### src/rtl/acm_pkg.sv
// acm_pkg: shared constants for the accumulator display stage.
//   SEG_BLANK          - all segments off (active low)
//   AN_LO/AN_HI/AN_OFF - active-low digit enables for low, high and no digit
//   HEX_SEG            - hex digit to {g,f,e,d,c,b,a} active-low segment table
package acm_pkg;

    localparam logic [6:0] SEG_BLANK = 7'h7F;

    localparam logic [1:0] AN_LO  = 2'b10;
    localparam logic [1:0] AN_HI  = 2'b01;
    localparam logic [1:0] AN_OFF = 2'b11;

    localparam logic [6:0] HEX_SEG [16] = '{
        7'b1000000,  // 0
        7'b1111001,  // 1
        7'b0100100,  // 2
        7'b0110000,  // 3
        7'b0011001,  // 4
        7'b0010010,  // 5
        7'b0000010,  // 6
        7'b1111000,  // 7
        7'b0000000,  // 8
        7'b0010000,  // 9
        7'b0001000,  // A
        7'b0000011,  // b
        7'b1000110,  // C
        7'b0100001,  // d
        7'b0000110,  // E
        7'b0001110   // F
    };

endpackage

### src/rtl/hex7seg.sv
// hex7seg: combinational hex digit to 7-segment decoder.
//   i_hex  in  4  hex digit value
//   o_seg  out 7  segments {g,f,e,d,c,b,a}, active low
module hex7seg
    import acm_pkg::*;
(
    input  logic [3:0] i_hex,
    output logic [6:0] o_seg
);

    assign o_seg = HEX_SEG[i_hex];

endmodule

### src/rtl/acm_hex_scan.sv
// acm_hex_scan: captures the 6-bit accumulator sum (or freezes it on hold),
// and time-multiplexes its two hex digits onto a 2-digit active-low
// 7-segment display. Flags every change of the captured value.
//   clock    in  1  system clock
//   reset    in  1  synchronous active-high reset
//   s        in  6  accumulator sum
//   hold     in  1  1 = freeze captured value
//   an       out 2  digit enables, active low (an[0] low digit, an[1] high)
//   seg      out 7  segments {g,f,e,d,c,b,a}, active low
//   dp       out 1  decimal point, active low (lit on low digit while held)
//   changed  out 1  one-cycle pulse when the captured value changes
module acm_hex_scan
    import acm_pkg::*;
#(
    parameter int SCAN_DIV = 4,
    parameter bit BLANK_LZ = 1'b1
) (
    input  logic       clock,
    input  logic       reset,
    input  logic [5:0] s,
    input  logic       hold,
    output logic [1:0] an,
    output logic [6:0] seg,
    output logic       dp,
    output logic       changed
);

    localparam int CNT_W = (SCAN_DIV > 2) ? $clog2(SCAN_DIV) : 1;
    localparam logic [CNT_W-1:0] CNT_LAST = CNT_W'(SCAN_DIV - 1);

    logic [5:0]       r_cap;
    logic             r_hold_q;
    logic             r_changed;
    logic [CNT_W-1:0] r_cnt;
    logic             r_sel;
    logic [1:0]       r_an;
    logic [6:0]       r_seg;
    logic             r_dp;

    logic [3:0] w_nib;
    logic [6:0] w_seg;
    logic       w_blank;

    // Single decoder shared by both digits; the nibble is muxed ahead of it.
    assign w_nib   = r_sel ? {2'b00, r_cap[5:4]} : r_cap[3:0];
    assign w_blank = BLANK_LZ && r_sel && (r_cap[5:4] == 2'b00);

    hex7seg u_hex7seg (
        .i_hex (w_nib),
        .o_seg (w_seg)
    );

    always_ff @(posedge clock) begin
        if (reset) begin
            r_cap     <= '0;
            r_hold_q  <= 1'b0;
            r_changed <= 1'b0;
            r_cnt     <= '0;
            r_sel     <= 1'b0;
            r_an      <= AN_OFF;
            r_seg     <= SEG_BLANK;
            r_dp      <= 1'b1;
        end else begin
            r_hold_q <= hold;
            if (!hold) begin
                r_cap     <= s;
                r_changed <= (s != r_cap);
            end else begin
                r_changed <= 1'b0;
            end

            if (r_cnt == CNT_LAST) begin
                r_cnt <= '0;
                r_sel <= ~r_sel;
            end else begin
                r_cnt <= r_cnt + 1'b1;
            end

            // Output register: one cycle behind the capture register.
            // The high digit keeps its enable even when blanked so the
            // scan duty cycle stays uniform.
            r_an  <= r_sel ? AN_HI : AN_LO;
            r_seg <= w_blank ? SEG_BLANK : w_seg;
            r_dp  <= r_sel ? 1'b1 : ~r_hold_q;
        end
    end

    assign an      = r_an;
    assign seg     = r_seg;
    assign dp      = r_dp;
    assign changed = r_changed;

endmodule

### config.mk
export PLATFORM = sky130hd
export DESIGN_NAME = acm_hex_scan
export DESIGN_NICKNAME = d
export VERILOG_FILES = /design/src/rtl/acm_pkg.sv /design/src/rtl/hex7seg.sv /design/src/rtl/acm_hex_scan.sv
export SDC_FILE = /design/constraint.sdc
export NUM_CORES = 1
export LEC_CHECK = 0
export CELL_PAD_IN_SITES_DETAIL_PLACEMENT = 0
export CELL_PAD_IN_SITES_GLOBAL_PLACEMENT = 2
export CORE_ASPECT_RATIO = 1.5
export CORE_MARGIN = 1
export CORE_UTILIZATION = 31
export CTS_CLUSTER_DIAMETER = 50
export CTS_CLUSTER_SIZE = 16
export DETAILED_ROUTE_END_ITERATION = 12
export PLACE_DENSITY = 0.75
export SLEW_MARGIN = 5
export SYNTH_ARGS = -nofsm -noshare
export SYNTH_HDL_FRONTEND = slang
export SYNTH_SLANG_ARGS = --single-unit
### constraint.sdc
create_clock -name clock -period 2.3 [get_ports clock]
set_clock_uncertainty 0.2 [all_clocks]
set_input_delay 0.46 -clock clock [delete_from_list [all_inputs] [get_ports clock]]
set_output_delay 0.46 -clock clock [all_outputs]
set_load 0.02 [all_outputs]
* Word level (Yosys, flattened, before mapping) *
Memories as Yosys holds them, arrays and structs flattened. A register that Yosys moved wholly into a read port is not among the register bits.
Cells that the tools add are included.

word-level totals
  register bits = 14
  bits in read-only memories = 112
  output and inout bits = 11
  memories kept = 1

memories
  name             words  width  rd ports  clocked after Yosys merged registers in  write ports  line           RTL
  (no name shown)  16     7      1         1                                        0            hex7seg.sv:11  assign o_seg = HEX_SEG[i_hex];

operators by class
  add/subtract/negate cells = 1
  eq/ne operators = 2
  muxes and demuxes = 2
  bitwise logic cells = 3
  reduce and logical (&&, ||, !) cells = 6

operators by type and width
  operator               number
  $reduce_or A2 Y1       4
  $ne A6 B6 Y1           1
  $not A4 Y5             1
  $mux W4                1
  $add A2 B1 Y2 const B  1
  $eq A2 B2 Y1 const B   1
  $logic_not A2 Y1       1
  $mux W2                1
  $not A1 Y1             2
  $logic_and A1 B1 Y1    1

* Logic depth before layout (Yosys ltp) *
  depth in word-level cells = 3
  mapped depth = 8

* Hierarchy *
From an unflattened synthesis, not the netlist that was laid out.

second synthesis, totals
  cell total of the unflattened synthesis = 100
  area, all modules = 1007.2 um^2

by module, submodules not included
  module        instances  cells an instance  area each (um^2)  seq. area each (um^2)
  acm_hex_scan  1          67                 738.2             420.4
  hex7seg       1          33                 269.0             0.0

* Worst setup path after synthesis *
Ideal clock, no wire load.

  kind = reg-to-reg
  start = register r_sel
  end = register r_seg[3] (netlist: seg[3])
  data arrival time = 1.733 ns
  path slack = 0.239 ns
  cell stages (with the launch flop) = 9
  buffers on the path = 1
  cell sequence = dfxtp_1 buf_4 nand2_1 a21boi_0 inv_1 ha_1 or2_2 a21oi_1 o21ai_1

between the ends
  word-level cells in the longest chain between the ends = 2

ends and longest elaborated chain
  item                                                             line                                    RTL
  start, declared                                                  acm_hex_scan.sv:35                      logic r_sel;
  start signal, assigned                                           acm_hex_scan.sv:74                      r_sel <= ~r_sel;
  $logic_and A1 B1 Y1 or $mux W4 (tied branches)                   acm_hex_scan.sv:46, acm_hex_scan.sv:45
  $reduce_or A2 Y1 (no source line) or $not A4 Y5 (tied branches)  -
  end, declared                                                    acm_hex_scan.sv:37                      logic [6:0] r_seg;

Parallel ways exist; a longest one is shown, timed or not.
A chain may end at the register's enable or synchronous reset.

* Worst setup path in the final report *
  start = register r_sel
  end = register r_seg[6] (netlist: seg[6])

Same word-level chain as after synthesis.

==> impl_metrics.yaml <==
yosys:
  ys_ff_latch: 21
  synth_flop_cell: "dfxtp_1"
  postSynthCellCount: 111
  syn_avg_cell_area_um2: 9.762
  syn_nets: 127
  synth_top_area_cell: "dfxtp_1"
  synth_common_cells: "dfxtp_1 (21), nor2_1 (11), inv_1 (8), mux2i_1 (8)"
  yosys.area.top_type_share_pct: 38.80
  synth-edff-count: 0
  synth.most_common_cell: "dfxtp_1"
  synthTopCellsByArea: "dfxtp_1 (39%), ha_1 (8.1%), mux2i_1 (7.4%)"
  synth.distinct_cells: 39
  yosys_warnings: 0
  async_flop_share_pct: 0
  ys_seq_area_share_pct: 38.80
  syn_area_um2: 1084
clock_tree:
  htree_num_levels: 1
  clk_path_buf_depth: 2
  ctsHoldBuffers: 0
  cts_tree: "done"
  clock_sinks: 21
  cts_root_buffer: "clkbuf_8"
  postCtsSetupRepairBufs: 0
  cts-buffers-inserted: 3
  clkTransAtPathRegs_ns: 0.08
  cts.repair.resized: 0
  clock_latency_ns: 0.27
routing:
  route.met2.wl_mm: 1.064
  ant_nets: 0
  via_count: 815
  routed_wl_mm: 2.072
  dr.first_iter.drc_count: 12
  met1_length_um: 888
  wire_per_inst_um: 12.12
  highest_layer: "met4"
  avgViaCountPerCell: 4.766
  drtPass1Iterations: 4
  drc: 0
  met3WireLength_um: 70
placement:
  place.gp.congestion: 0.7369
  dpl_cell_area_um2: 1287
  hpwl_mm: 1.566
  io_buffer_count: 19
  numPlacedInstances: 167
final_layout:
  fin_area_um2: 1334
  nets: 148
  drive_gt1_share_pct: 11.45
  syn_to_final_growth_pct: 23.09
  diodes: 0
  stdcell_count: 171
worst_setup_path:
  worstSetupEndpointType: "register"
  startpoint_type: "register"
  cp.arrival_ns: 1.92
  required_ns: 2.26
  reg2reg_depth: 7
  crit_path_max_fanout: 5
  worstReg2RegEnd: "seg[6]"
  path_class: "reg2reg"
  r2r_slack_ns: 0.34
  reg2reg_from: "r_sel"
sta:
  slew_headroom_pct: 55.31
  fin_crit_sh_pct: 85.20
  rsz0062_at_grt: "false"
  drv_slew: 0
  max_freq_mhz: 510.3
  setup_violations: 0
  fin_crit_ns: 1.960
  finalHoldViolCount: 0
  setup_tns_ns: 0
  tightest_slew_ns: 0.6695
global_routing:
  grt_usage_pct: 13.21
  overflow: 0
  grt_max_degree: 21
  antenna_found_initial: 0
  grt_pass1_wl_mm: 3.657
  grt_pass1_vias: 815
floorplanning:
  die_x_um: 50.27
  die_area_um2: 3741
  num_rows: 25
  coreArea_um2: 3253
  fp.dieH_um: 74.41
  ios: 20
  initial_core_util_pct: 33.31
hold_path:
  hold_path_class: "reg2reg"
  min_from: "r_hold_q"
  hold_depth: 1
  min_to: "dp"
power_and_ir_drop:
  leakage_uw: 0.0005372
  p_per_area_nw_per_um2: 646.7
  ir_worst_vdd_mv: 0.2373
  p_total_uw: 862.5
status:
  status: "complete, no violations"
flow_run:
  cap_viol_max_count: 0
==> routing by layer <==
layer  track usage, %  vias up
met5                0        -
met4            7.619        0
met3            2.863        5
met2            23.85       17
met1            13.95      379
li1                 -      414
==> registers in the layout, indices dropped and copies added, names as in the netlist <==
signal and cells:
seg 7, r_cap 6, an 2, r_cnt 2, changed 1, dp 1
r_hold_q 1, r_sel 1
==> logic make-up (layout without fill, tap and decap cells) <==
family / count (synthesis) / in the layout / synth area share, %
flip-flops: 21 / 21 / 38.80
AO/OA/AOI/OAI: 19 / 19 / 15.01
AND/OR/NAND/NOR: 33 / 33 / 15.13
buffers and inverters: 15 / 35 / 8.891
multiplexers: 9 / 9 / 8.430
adder cells (fa/ha/maj): 7 / 7 / 8.083
XOR/XNOR: 7 / 7 / 5.658
==> placed cells by master (no fill, tap or decap), types with 2 or more instances in the layout <==
master	netlist	layout
dfxtp_1	21	21
clkdlybuf4s50_1	0	19
nor2_1	11	11
inv_1	8	8
mux2i_1	8	8
nand2_1	7	7
ha_1	7	7
xor2_1	4	4
buf_4	1	4
xnor2_1	3	3
clkbuf_8	0	3
nand3_1	2	2
o21ai_0	2	2
a31oi_1	2	2
nor2b_1	2	2
o211ai_2	2	2
nand2b_1	2	2
a21oi_1	2	2
nor3b_1	2	2
==> how the worst max path moves through the flow <==
stage | start | end
floorplan | r_sel | seg[3]
global placement | r_sel | seg[6]
detailed placement | r_sel | seg[6]
CTS | r_sel | seg[6]
global route | r_sel | seg[0]
finish | r_sel | seg[6]
==> area by class of cell <==
type | instances | area [um2]
Fill cell | 342 | 1919
Multi-Input combinational cell | 75 | 566.8
Sequential cell | 21 | 420.4
Timing Repair Buffer | 23 | 220.2
Tap cell | 40 | 50.05
Clock buffer | 3 | 41.29
Inverter | 8 | 30.03
Clock inverter | 1 | 5.005
==> power by group <==
part	total, uW	switching, uW	internal, uW
registers	418	22.9	395
clock network	249	128	121
logic	195	94.2	101
==> through the flow <==
| step | hold slack [ns] | util [%] | worst slack (ns) |
|---|---|---|---|
| 2_1_floorplan | 0.1434 | - | 0.2394 |
| 3_3_place_gp | 0.1519 | 39.58 | 0.3170 |
| 3_5_place_dp | 0.1552 | 39.58 | 0.3311 |
| 4_1_cts | 0.1739 | 41.00 | 0.3257 |
| 5_1_grt | 0.1859 | 41.00 | 0.1349 |
| 6_report | 0.1669 | 41.00 | 0.3403 |
==> worst max-delay path, cell delays in order (launching register included) <==
cell	delay (ns)
dfxtp_1	0.43
inv_1	0.12
a21boi_0	0.23
inv_1	0.10
ha_1	0.24
nand2_1	0.12
o211ai_2	0.10
a221o_1	0.32
Note: power is estimated with default switching activity, not from simulation.
==> RTL edit, RTL diff (config.mk and constraints unchanged) <==
Change the parameter `SCAN_DIV` from 4 to 2.
--- a/src/rtl/acm_hex_scan.sv
+++ b/src/rtl/acm_hex_scan.sv
@@ -12,7 +12,7 @@
 module acm_hex_scan
     import acm_pkg::*;
 #(
-    parameter int SCAN_DIV = 4,
+    parameter int SCAN_DIV = 2,
     parameter bit BLANK_LZ = 1'b1
 ) (
     input  logic       clock,
Check against the original RTL: not equivalent (a bounded check fails within 4 cycles, from zero or initial values and one cycle with reset high).
==> RTL edit against the unedited design <==
Worst hold slack better by 0.0058 ns; area after synthesis down 7.4%; sequential cell count down 1; clock power up 41%; wire length down 1.3%; worst setup slack worse by 0.057 ns; power up 10%; final area down 4.1%; global-route usage up 0.30 points; critical path type unchanged; highest routed layer unchanged.
==> RTL edit: results <==
group,metric,value,unit
synthesis,ys_types,35,
drt,met1_length,832,µm
placed_design,placed_cells,158,
status,status,"finished clean",
drt,drtIter0Drc,13,
setup_path,slowest_delay,0.45,ns
timing,relSlewSlack,68.91,%
pwr,power.leakage,0.5175,nW
setup_path,crit_path_max_fanout,6,
setup_path,worst-endpoint-arrival,1.97,ns
drt,drc,0,
grt,grt_pass1_wl,3608,µm
pwr,ir_worst_vdd,0.3467,mV
drt,dr_wl_met3,44,µm
synthesis,syn_avg_cell_area,9.649,µm²
pwr,p_comb_share,21.1,%
setup_path,rr_worst_depth,6,
drt,dr_wl_met2,1155,µm
synthesis,synth_fp_nets,119,
grt,grt_start_max_net_pins,15,
synthesis,yosysSeqAreaShare,39.90,%
setup_path,crit_family,"flip-flops",
cells_and_area,drive_gt1_share,8.943,%
setup_path,r2r_slack,0.28,ns
setup_path,r2r_start,"r_sel",
synthesis,yosys-top-cells-area,"dfxtp_1 40%, ha_1 7.5%, mux2i_1 7.0%, nor2_1 4.1%, xor2_1 3.5%",
placed_design,dp_hpwl,1619,µm
drt,wire_per_inst,12.63,µm
synthesis,synth_common_cells,"20 x dfxtp_1, 11 x nor2_1, 7 x inv_1, 7 x mux2i_1",
drt,vias,789,
pwr,powerSeq,0.399,mW
cells_and_area,finalNetCount,139,
clock_tree,cts_buffers,3,
cells_and_area,stdcell_count,162,
-- RTL edit: how the worst min path moves through the flow --
| stage | endpoint | slack (ns) | cells past startpoint |
|---|---|---|---|
| after global routing | dp | 0.18 | 1 |
| after floorplan | dp | 0.14 | 1 |
| after detailed placement | dp | 0.16 | 1 |
| after global placement | dp | 0.15 | 1 |
| final | dp | 0.17 | 1 |
| after CTS | dp | 0.18 | 1 |
-- RTL edit: logic make-up after synthesis --
| group | share of synthesized area [%] |
|---|---|
| compound gates | 14.84 |
| xor+xnor | 6.110 |
| fa+ha+maj | 7.481 |
| buf+inv | 8.353 |
| flops | 39.90 |
| mux | 8.479 |
| simple gates | 14.84 |
-- RTL edit: cell type report --
class | count | area (µm²)
repair buffers | 22 | 212.7
clock inverters | 1 | 30.03
flip-flops and latches | 20 | 400.4
clock buffers | 3 | 41.29
multi-input cells | 70 | 519.2
fillers | 318 | 1724
well taps | 39 | 48.80
inverters | 7 | 26.28
-- RTL edit: per-stage QoR --
| stage | worst slack [ns] | power (mW) | instance area, µm² | hold WS, ns |
|---|---|---|---|---|
| final | 0.2836 | 0.9518 | 1279 | 0.1727 |
| after global routing | 0.1484 | 1.004 | 1279 | 0.1808 |
| after CTS | 0.2798 | 0.9649 | 1279 | 0.1808 |
| after detailed placement | 0.2954 | 0.6100 | 1207 | 0.1614 |
| after global placement | 0.3310 | 0.6090 | 1207 | 0.1472 |
| after floorplan | 0.4586 | 0.5347 | 1003 | 0.1434 |
-- RTL edit: metal layers --
metal  up-vias  global-route usage (%)
li1        393                       -
met1       380                   13.82
met2        14                   27.07
met3         2                   1.911
met4         0                   5.229
met5         -                       0
